### src/rtl/keypad_emulator.sv
// keypad_emulator
//   Stands in for a 4x4 Pmod keypad on the row/column bus. A key code is
//   accepted over a valid/ready handshake and played back as a physical press:
//   bounce-in, stable hold, bounce-out, then a contact-open gap. While the
//   contact is closed, the row of the pressed key is pulled low whenever the
//   scanner strobes that key's column low.
//
// Ports
//   clk          system clock
//   reset        synchronous, active-high reset
//   cols         column strobes from the scanner, active low
//   rows         emulated row lines, active low, registered, idle 4'hF
//   key_code     hex key to press, latched on acceptance
//   hold_cycles  stable-closed duration in cycles (0 behaves as 1)
//   press_valid  press request
//   press_ready  high only while idle
//   press_done   one-cycle pulse on the final gap cycle
//   strobe_count scanner hits on the pressed key this press, saturating
module keypad_emulator #(
   parameter int BOUNCE_CYCLES = 2000,
   parameter int BOUNCE_PERIOD = 250,
   parameter int GAP_CYCLES    = 100000,
   parameter int HOLD_W        = 24
) (
   input  logic              clk,
   input  logic              reset,
   input  logic [3:0]        cols,
   output logic [3:0]        rows,
   input  logic [3:0]        key_code,
   input  logic [HOLD_W-1:0] hold_cycles,
   input  logic              press_valid,
   output logic              press_ready,
   output logic              press_done,
   output logic [7:0]        strobe_count
);

   localparam int BW = (BOUNCE_CYCLES > 1) ? $clog2(BOUNCE_CYCLES) : 1;
   localparam int PW = (BOUNCE_PERIOD > 1) ? $clog2(BOUNCE_PERIOD) : 1;
   localparam int GW = (GAP_CYCLES > 1) ? $clog2(GAP_CYCLES) : 1;
   localparam logic [BW-1:0] B_LAST = BW'((BOUNCE_CYCLES > 0) ? BOUNCE_CYCLES - 1 : 0);
   localparam logic [PW-1:0] P_LAST = PW'((BOUNCE_PERIOD > 0) ? BOUNCE_PERIOD - 1 : 0);
   localparam logic [GW-1:0] G_LAST = GW'((GAP_CYCLES > 0) ? GAP_CYCLES - 1 : 0);

   typedef enum logic [2:0] {IDLE, BOUNCE_IN, HOLD, BOUNCE_OUT, GAP} state_t;

   state_t            state_q, state_d;
   logic [1:0]        key_row_q, key_row_d;
   logic [1:0]        key_col_q, key_col_d;
   logic [HOLD_W-1:0] hold_q, hold_d;
   logic [HOLD_W-1:0] hold_cnt_q, hold_cnt_d;
   logic [BW-1:0]     bcnt_q, bcnt_d;
   logic [PW-1:0]     pcnt_q, pcnt_d;
   logic              phase_q, phase_d;
   logic [GW-1:0]     gcnt_q, gcnt_d;
   logic [3:0]        rows_q, rows_d;
   logic [3:0]        cols_prev_q;
   logic [7:0]        strobe_q, strobe_d;
   logic              contact;
   logic              col_now;
   logic [3:0]        key_rc;

   // Returns {row, col} of a hex key on the Pmod keypad layout.
   function automatic logic [3:0] key_pos(input logic [3:0] k);
      case (k)
         4'h1:    key_pos = {2'd0, 2'd0};
         4'h2:    key_pos = {2'd0, 2'd1};
         4'h3:    key_pos = {2'd0, 2'd2};
         4'hA:    key_pos = {2'd0, 2'd3};
         4'h4:    key_pos = {2'd1, 2'd0};
         4'h5:    key_pos = {2'd1, 2'd1};
         4'h6:    key_pos = {2'd1, 2'd2};
         4'hB:    key_pos = {2'd1, 2'd3};
         4'h7:    key_pos = {2'd2, 2'd0};
         4'h8:    key_pos = {2'd2, 2'd1};
         4'h9:    key_pos = {2'd2, 2'd2};
         4'hC:    key_pos = {2'd2, 2'd3};
         4'h0:    key_pos = {2'd3, 2'd0};
         4'hF:    key_pos = {2'd3, 2'd1};
         4'hE:    key_pos = {2'd3, 2'd2};
         default: key_pos = {2'd3, 2'd3};  // key D
      endcase
   endfunction

   assign key_rc = key_pos(key_code);
   assign col_now = cols[key_col_q];

   // Bounce-in starts closed (phase 0), bounce-out starts open (phase 0).
   assign contact = (state_q == HOLD) ||
                    ((state_q == BOUNCE_IN) && !phase_q) ||
                    ((state_q == BOUNCE_OUT) && phase_q);

   always_comb begin
      state_d     = state_q;
      key_row_d   = key_row_q;
      key_col_d   = key_col_q;
      hold_d      = hold_q;
      hold_cnt_d  = hold_cnt_q;
      bcnt_d      = bcnt_q;
      pcnt_d      = pcnt_q;
      phase_d     = phase_q;
      gcnt_d      = gcnt_q;
      strobe_d    = strobe_q;
      press_ready = (state_q == IDLE);
      press_done  = 1'b0;

      // Falling edge of the pressed key's column while the contact is closed.
      if (contact && cols_prev_q[key_col_q] && !col_now && (strobe_q != 8'hFF))
         strobe_d = strobe_q + 8'd1;

      unique case (state_q)
         IDLE: begin
            if (press_valid) begin
               key_row_d = key_rc[3:2];
               key_col_d = key_rc[1:0];
               hold_d    = (hold_cycles == '0) ? HOLD_W'(1) : hold_cycles;
               strobe_d  = 8'd0;
               state_d   = (BOUNCE_CYCLES > 0) ? BOUNCE_IN : HOLD;
            end
         end
         BOUNCE_IN: begin
            if (bcnt_q == B_LAST) state_d = HOLD;
         end
         HOLD: begin
            if (hold_cnt_q == hold_q - 1'b1)
               state_d = (BOUNCE_CYCLES > 0) ? BOUNCE_OUT : GAP;
         end
         BOUNCE_OUT: begin
            if (bcnt_q == B_LAST) state_d = GAP;
         end
         GAP: begin
            if (gcnt_q == G_LAST) begin
               press_done = 1'b1;
               state_d    = IDLE;
            end
         end
         default: state_d = IDLE;
      endcase

      // Every state change restarts all timers so each phase counts from 0.
      if (state_d != state_q) begin
         hold_cnt_d = '0;
         bcnt_d     = '0;
         pcnt_d     = '0;
         phase_d    = 1'b0;
         gcnt_d     = '0;
      end else begin
         case (state_q)
            BOUNCE_IN, BOUNCE_OUT: begin
               bcnt_d = bcnt_q + 1'b1;
               if (pcnt_q == P_LAST) begin
                  pcnt_d  = '0;
                  phase_d = ~phase_q;
               end else begin
                  pcnt_d = pcnt_q + 1'b1;
               end
            end
            HOLD:    hold_cnt_d = hold_cnt_q + 1'b1;
            GAP:     gcnt_d = gcnt_q + 1'b1;
            default: ;
         endcase
      end

      rows_d = (contact && !col_now) ? ~(4'b0001 << key_row_q) : 4'hF;
   end

   always_ff @(posedge clk) begin
      if (reset) begin
         state_q     <= IDLE;
         key_row_q   <= 2'd0;
         key_col_q   <= 2'd0;
         hold_q      <= HOLD_W'(1);
         hold_cnt_q  <= '0;
         bcnt_q      <= '0;
         pcnt_q      <= '0;
         phase_q     <= 1'b0;
         gcnt_q      <= '0;
         rows_q      <= 4'hF;
         cols_prev_q <= 4'hF;
         strobe_q    <= 8'd0;
      end else begin
         state_q     <= state_d;
         key_row_q   <= key_row_d;
         key_col_q   <= key_col_d;
         hold_q      <= hold_d;
         hold_cnt_q  <= hold_cnt_d;
         bcnt_q      <= bcnt_d;
         pcnt_q      <= pcnt_d;
         phase_q     <= phase_d;
         gcnt_q      <= gcnt_d;
         rows_q      <= rows_d;
         cols_prev_q <= cols;
         strobe_q    <= strobe_d;
      end
   end

   assign rows         = rows_q;
   assign strobe_count = strobe_q;

endmodule
### config.mk
export PLATFORM = sky130hd
export DESIGN_NAME = keypad_emulator
export DESIGN_NICKNAME = d
export VERILOG_FILES = /design/src/rtl/keypad_emulator.sv
export SDC_FILE = /design/constraint.sdc
export NUM_CORES = 1
export LEC_CHECK = 0
export ABC_CLOCK_PERIOD_IN_PS = 6800
export CAP_MARGIN = 20
export CORE_MARGIN = 2
export CORE_UTILIZATION = 60
export DETAILED_ROUTE_END_ITERATION = 6
export PLACE_DENSITY = 0.93
export SLEW_MARGIN = 20
export SYNTH_ARGS = -nofsm -noshare
export SYNTH_HDL_FRONTEND = slang
export SYNTH_SLANG_ARGS = --single-unit
### constraint.sdc
create_clock -name clk -period 6.8 [get_ports clk]
set_input_delay 1.02 -clock clk [delete_from_list [all_inputs] [get_ports clk]]
set_output_delay 1.02 -clock clk [all_outputs]
set_load 0.02 [all_outputs]
==> out/summary.log <==
qor: floorplanning.core_area 9680 um2
qor: synth.yosys.area.top_type dfxtp_1
qor: route.drt.antenna.violating_nets 0
qor: worst_setup_path.startpoint_type flip-flop
qor: sta.post-route-min-period 3.67 ns
qor: synth.synth_async_sr_flop_share 0
qor: clock_tree.clock_sinks 108
qor: synth.synth_cell_types 61
qor: run.timing.max_cap.violations 0
qor: placed_design.numPortBuffers 48
qor: worst_setup_path.timing.critical_path.fanout_max 61
qor: synth.syn_area 5940 um2
qor: route.drt_first_pass_iters 6
qor: hold_path.hold_critical_path_depth 1
qor: route.via_count 5115
qor: synth.synth_top_area_frac 0.364
qor: synth.synth-seq-cells 108
qor: synth.synth-main-ff-cell dfxtp_1
qor: grt.grt_start_max_net_pins 62
qor: synth.post_synth_main_area_contributors dfxtp_1 36%, xor2_1 7.7%, nor4_2 7.2%, nand2_1 5.8%, xnor2_1 5.7%
qor: floorplanning.chip_height 104 um
qor: sta.setup_violation_total_in_the_final_timing_report 0
qor: clock_tree.cts_inserted_buffers 9
qor: sta.max_freq 272 MHz
qor: sta.timing.final.crit_share 0.540
qor: synth.synth.yosys.seq_area_share 0.364
qor: synth.synth_common_cells 108 x dfxtp_1, 92 x nand2_1, 52 x xor2_1
qor: synth.synthesis.instances 669
qor: worst_setup_path.worstRegToRegCells 10
qor: floorplanning.die-area 10700 um2
qor: floorplanning.io-pin-count 49
qor: synth.synth_fp_nets 711
qor: route.drc_violations_left 0
qor: clock_tree.clk_pin_slew_worst_paths 0.10 ns
qor: clock_tree.postCtsHoldBufs 0
qor: sta.max-slew-margin-rel 0.301
qor: finish.n_fill_cell 692
qor: finish.finish.net_count 737
qor: placed_design.final_estimated_routing_congestion_in_global_placement 0.957
qor: worst_setup_path.ff2ff_setup_slack 3.13 ns
qor: placed_design.dp_cells 817
qor: sta.grt_setup_unrepaired no
qor: finish.synth_to_layout_area_growth 12.3%
qor: worst_setup_path.cpPeakStageDelay 0.71 ns
qor: route.wl_per_cell 16.8 um
qor: worst_setup_path.cpMaxStageDelayCell buf_4
qor: clock_tree.clock_insertion_delay_worst_skew 0.37 ns
qor: finish.num_antenna_cells 0
qor: outcome.outcome complete, no violations
qor: floorplanning.start_util 0.614
qor: sta.worstMarginPinSlew 1.05 ns
qor: worst_setup_path.critical_path_s_most_frequent_cell nand4_1
qor: synth.postSynthAreaPerCell 8.88 um2
qor: sta.timing.setup.tns 0 ns
qor: finish.finish.instance_area 6670 um2
qor: worst_setup_path.worst-endpoint-arrival 3.89 ns
qor: floorplanning.row_count 36
qor: clock_tree.cts-htree-levels 3
qor: grt.grt.total_usage 0.260
qor: route.avgViaCountPerCell 6.14
qor: clock_tree.cts_resized 0
qor: finish.final_core_util 0.689
qor: finish.layout.cells.non_filler 833
qor: power.power_per_cell_area 195 nW/um2
qor: clock_tree.cts-root-buf clkbuf_8
qor: clock_tree.tritoncts_clock_tree done
qor: placed_design.dpl.hpwl 9530 um
qor: hold_path.hold_path.class flip-flop to flip-flop
qor: grt.wire_length_of_the_first_global_routing_pass 23400 um
qor: sta.finalHoldViolCount 0
qor: power.total_leakage_power 2.21 nW
qor: finish.drive_gt1_frac 0.113
qor: power.ir_worst_vdd 165 uV
qor: synth.synth_edf_count 0
qor: route.wirelength 14000 um
qor: floorplanning.die-width 104 um
qor: grt.number_of_antenna_violations_at_the_first_check_in_global_routing 0
qor: worst_setup_path.critical_path.cell_chain inv_1 > ha_1 > or4b_4 > nor4_2 > nand4_1 > a211oi_1 > nand4_1 > nor4_4 > buf_4 > nor4b_2
qor: clock_tree.cts.repair_timing.setup_buffer_count 0
qor: grt.gr-total-overflow 0
qor: sta.fin_skew 0.0150 ns
qor: synth.yosysMostFrequentCell dfxtp_1
qor: worst_setup_path.crit_required 7.01 ns
qor: worst_setup_path.worstSetupEndpointType flip-flop
qor: sta.slew_violations 0
qor: clock_tree.clock_tree.buffer_depth 2
qor: grt.first_global_vias 5080
qor: route.drt-initial-drc-count 399
qor: worst_setup_path.critPathKind flip-flop to flip-flop
qor: placed_design.post_dp_cell_area 6420 um2
qor: synth.yosysWarningCount 0
cells in the final DEF (no fill, tap or decap), types with 11 or more instances in the layout:
cell type | synthesis | layout
a21oi_1 | 30 | 30
and3_1 | 14 | 14
clkdlybuf4s50_1 | 0 | 48
dfxtp_1 | 108 | 108
inv_1 | 11 | 11
nand2_1 | 92 | 91
nand3_1 | 28 | 28
nand4_1 | 23 | 23
nor2_1 | 43 | 43
nor4_1 | 35 | 35
nor4_2 | 34 | 34
o21ai_0 | 11 | 11
xnor2_1 | 39 | 39
xor2_1 | 52 | 52
where the power goes:
group / internal (mW) / total, mW / switching (mW)
combinational: 0.0710 / 0.161 / 0.0903
clock: 0.256 / 0.471 / 0.215
sequential: 0.647 / 0.671 / 0.0236
final timing paths:
kind                                           startpoint                     end
worst min register to register  key_row_q[0]$_SDFFE_PP0P_      rows[1]$_SDFF_PP1_
worst max-delay path               hold_q[0]$_SDFFE_PP1P_  pcnt_q[0]$_SDFFE_PP0P_
worst min-delay path            key_row_q[0]$_SDFFE_PP0P_      rows[1]$_SDFF_PP1_
worst max register to register     hold_q[0]$_SDFFE_PP1P_  pcnt_q[0]$_SDFFE_PP0P_
flip-flops by register name, indices dropped and copies added, names as in the netlist:
register and flops:
rows 4, pcnt_q 8, cols_prev_q 4, key_row_q 2, gcnt_q 17, phase_q 1
hold_cnt_q 24, hold_q 24, key_col_q 2, strobe_count 8, state_q 3, bcnt_q 11
kinds of logic after synthesis:
logic type | after synthesis | share of synthesized area
AND/OR/NAND/NOR | 339 | 0.355
XOR/XNOR | 92 | 0.138
multiplexers | 8 | 0.0177
flip-flops | 108 | 0.364
adder cells (fa/ha/maj) | 7 | 0.0147
AO/OA/AOI/OAI | 66 | 0.0695
buffers and inverters | 49 | 0.0415
metal layers:
metal | up-vias | global-route usage | routed length [um]
li1 | 2452 | - | -
met1 | 2430 | 0.298 | 5530
met2 | 180 | 0.474 | 7330
met3 | 53 | 0.0510 | 658
met4 | 0 | 0.101 | 447
met5 | - | 0 | 0
critical path, delay by kind of cell, from the launching register on:
family                   cells  cell delay (ns)
adder cells (fa/ha/maj)      1             0.29
AND/OR/NAND/NOR              6             1.73
flip-flops                   1             0.39
AO/OA/AOI/OAI                1             0.28
buffers and inverters        2             0.80
per-stage QoR:
stage          hold WS (ns)  setup slack [ns]  power (mW)
2_1_floorplan         0.387              3.90       0.788
3_3_place_gp          0.409              3.18       0.831
3_5_place_dp          0.417              3.10       0.839
4_1_cts               0.444              3.22        1.30
5_1_grt               0.464              2.85        1.35
6_report              0.443              3.13        1.30
final cells by class:
cell class	instances	area, um2	area share
well taps	133	166	0.0249
repair buffers	53	518	0.0776
clock buffers	11	141	0.0212
clock inverters	5	106	0.0159
flip-flops and latches	108	2160	0.324
inverters	11	41.3	0.00619
multi-input cells	512	3540	0.530
Note: power is estimated with default switching activity, not from simulation.
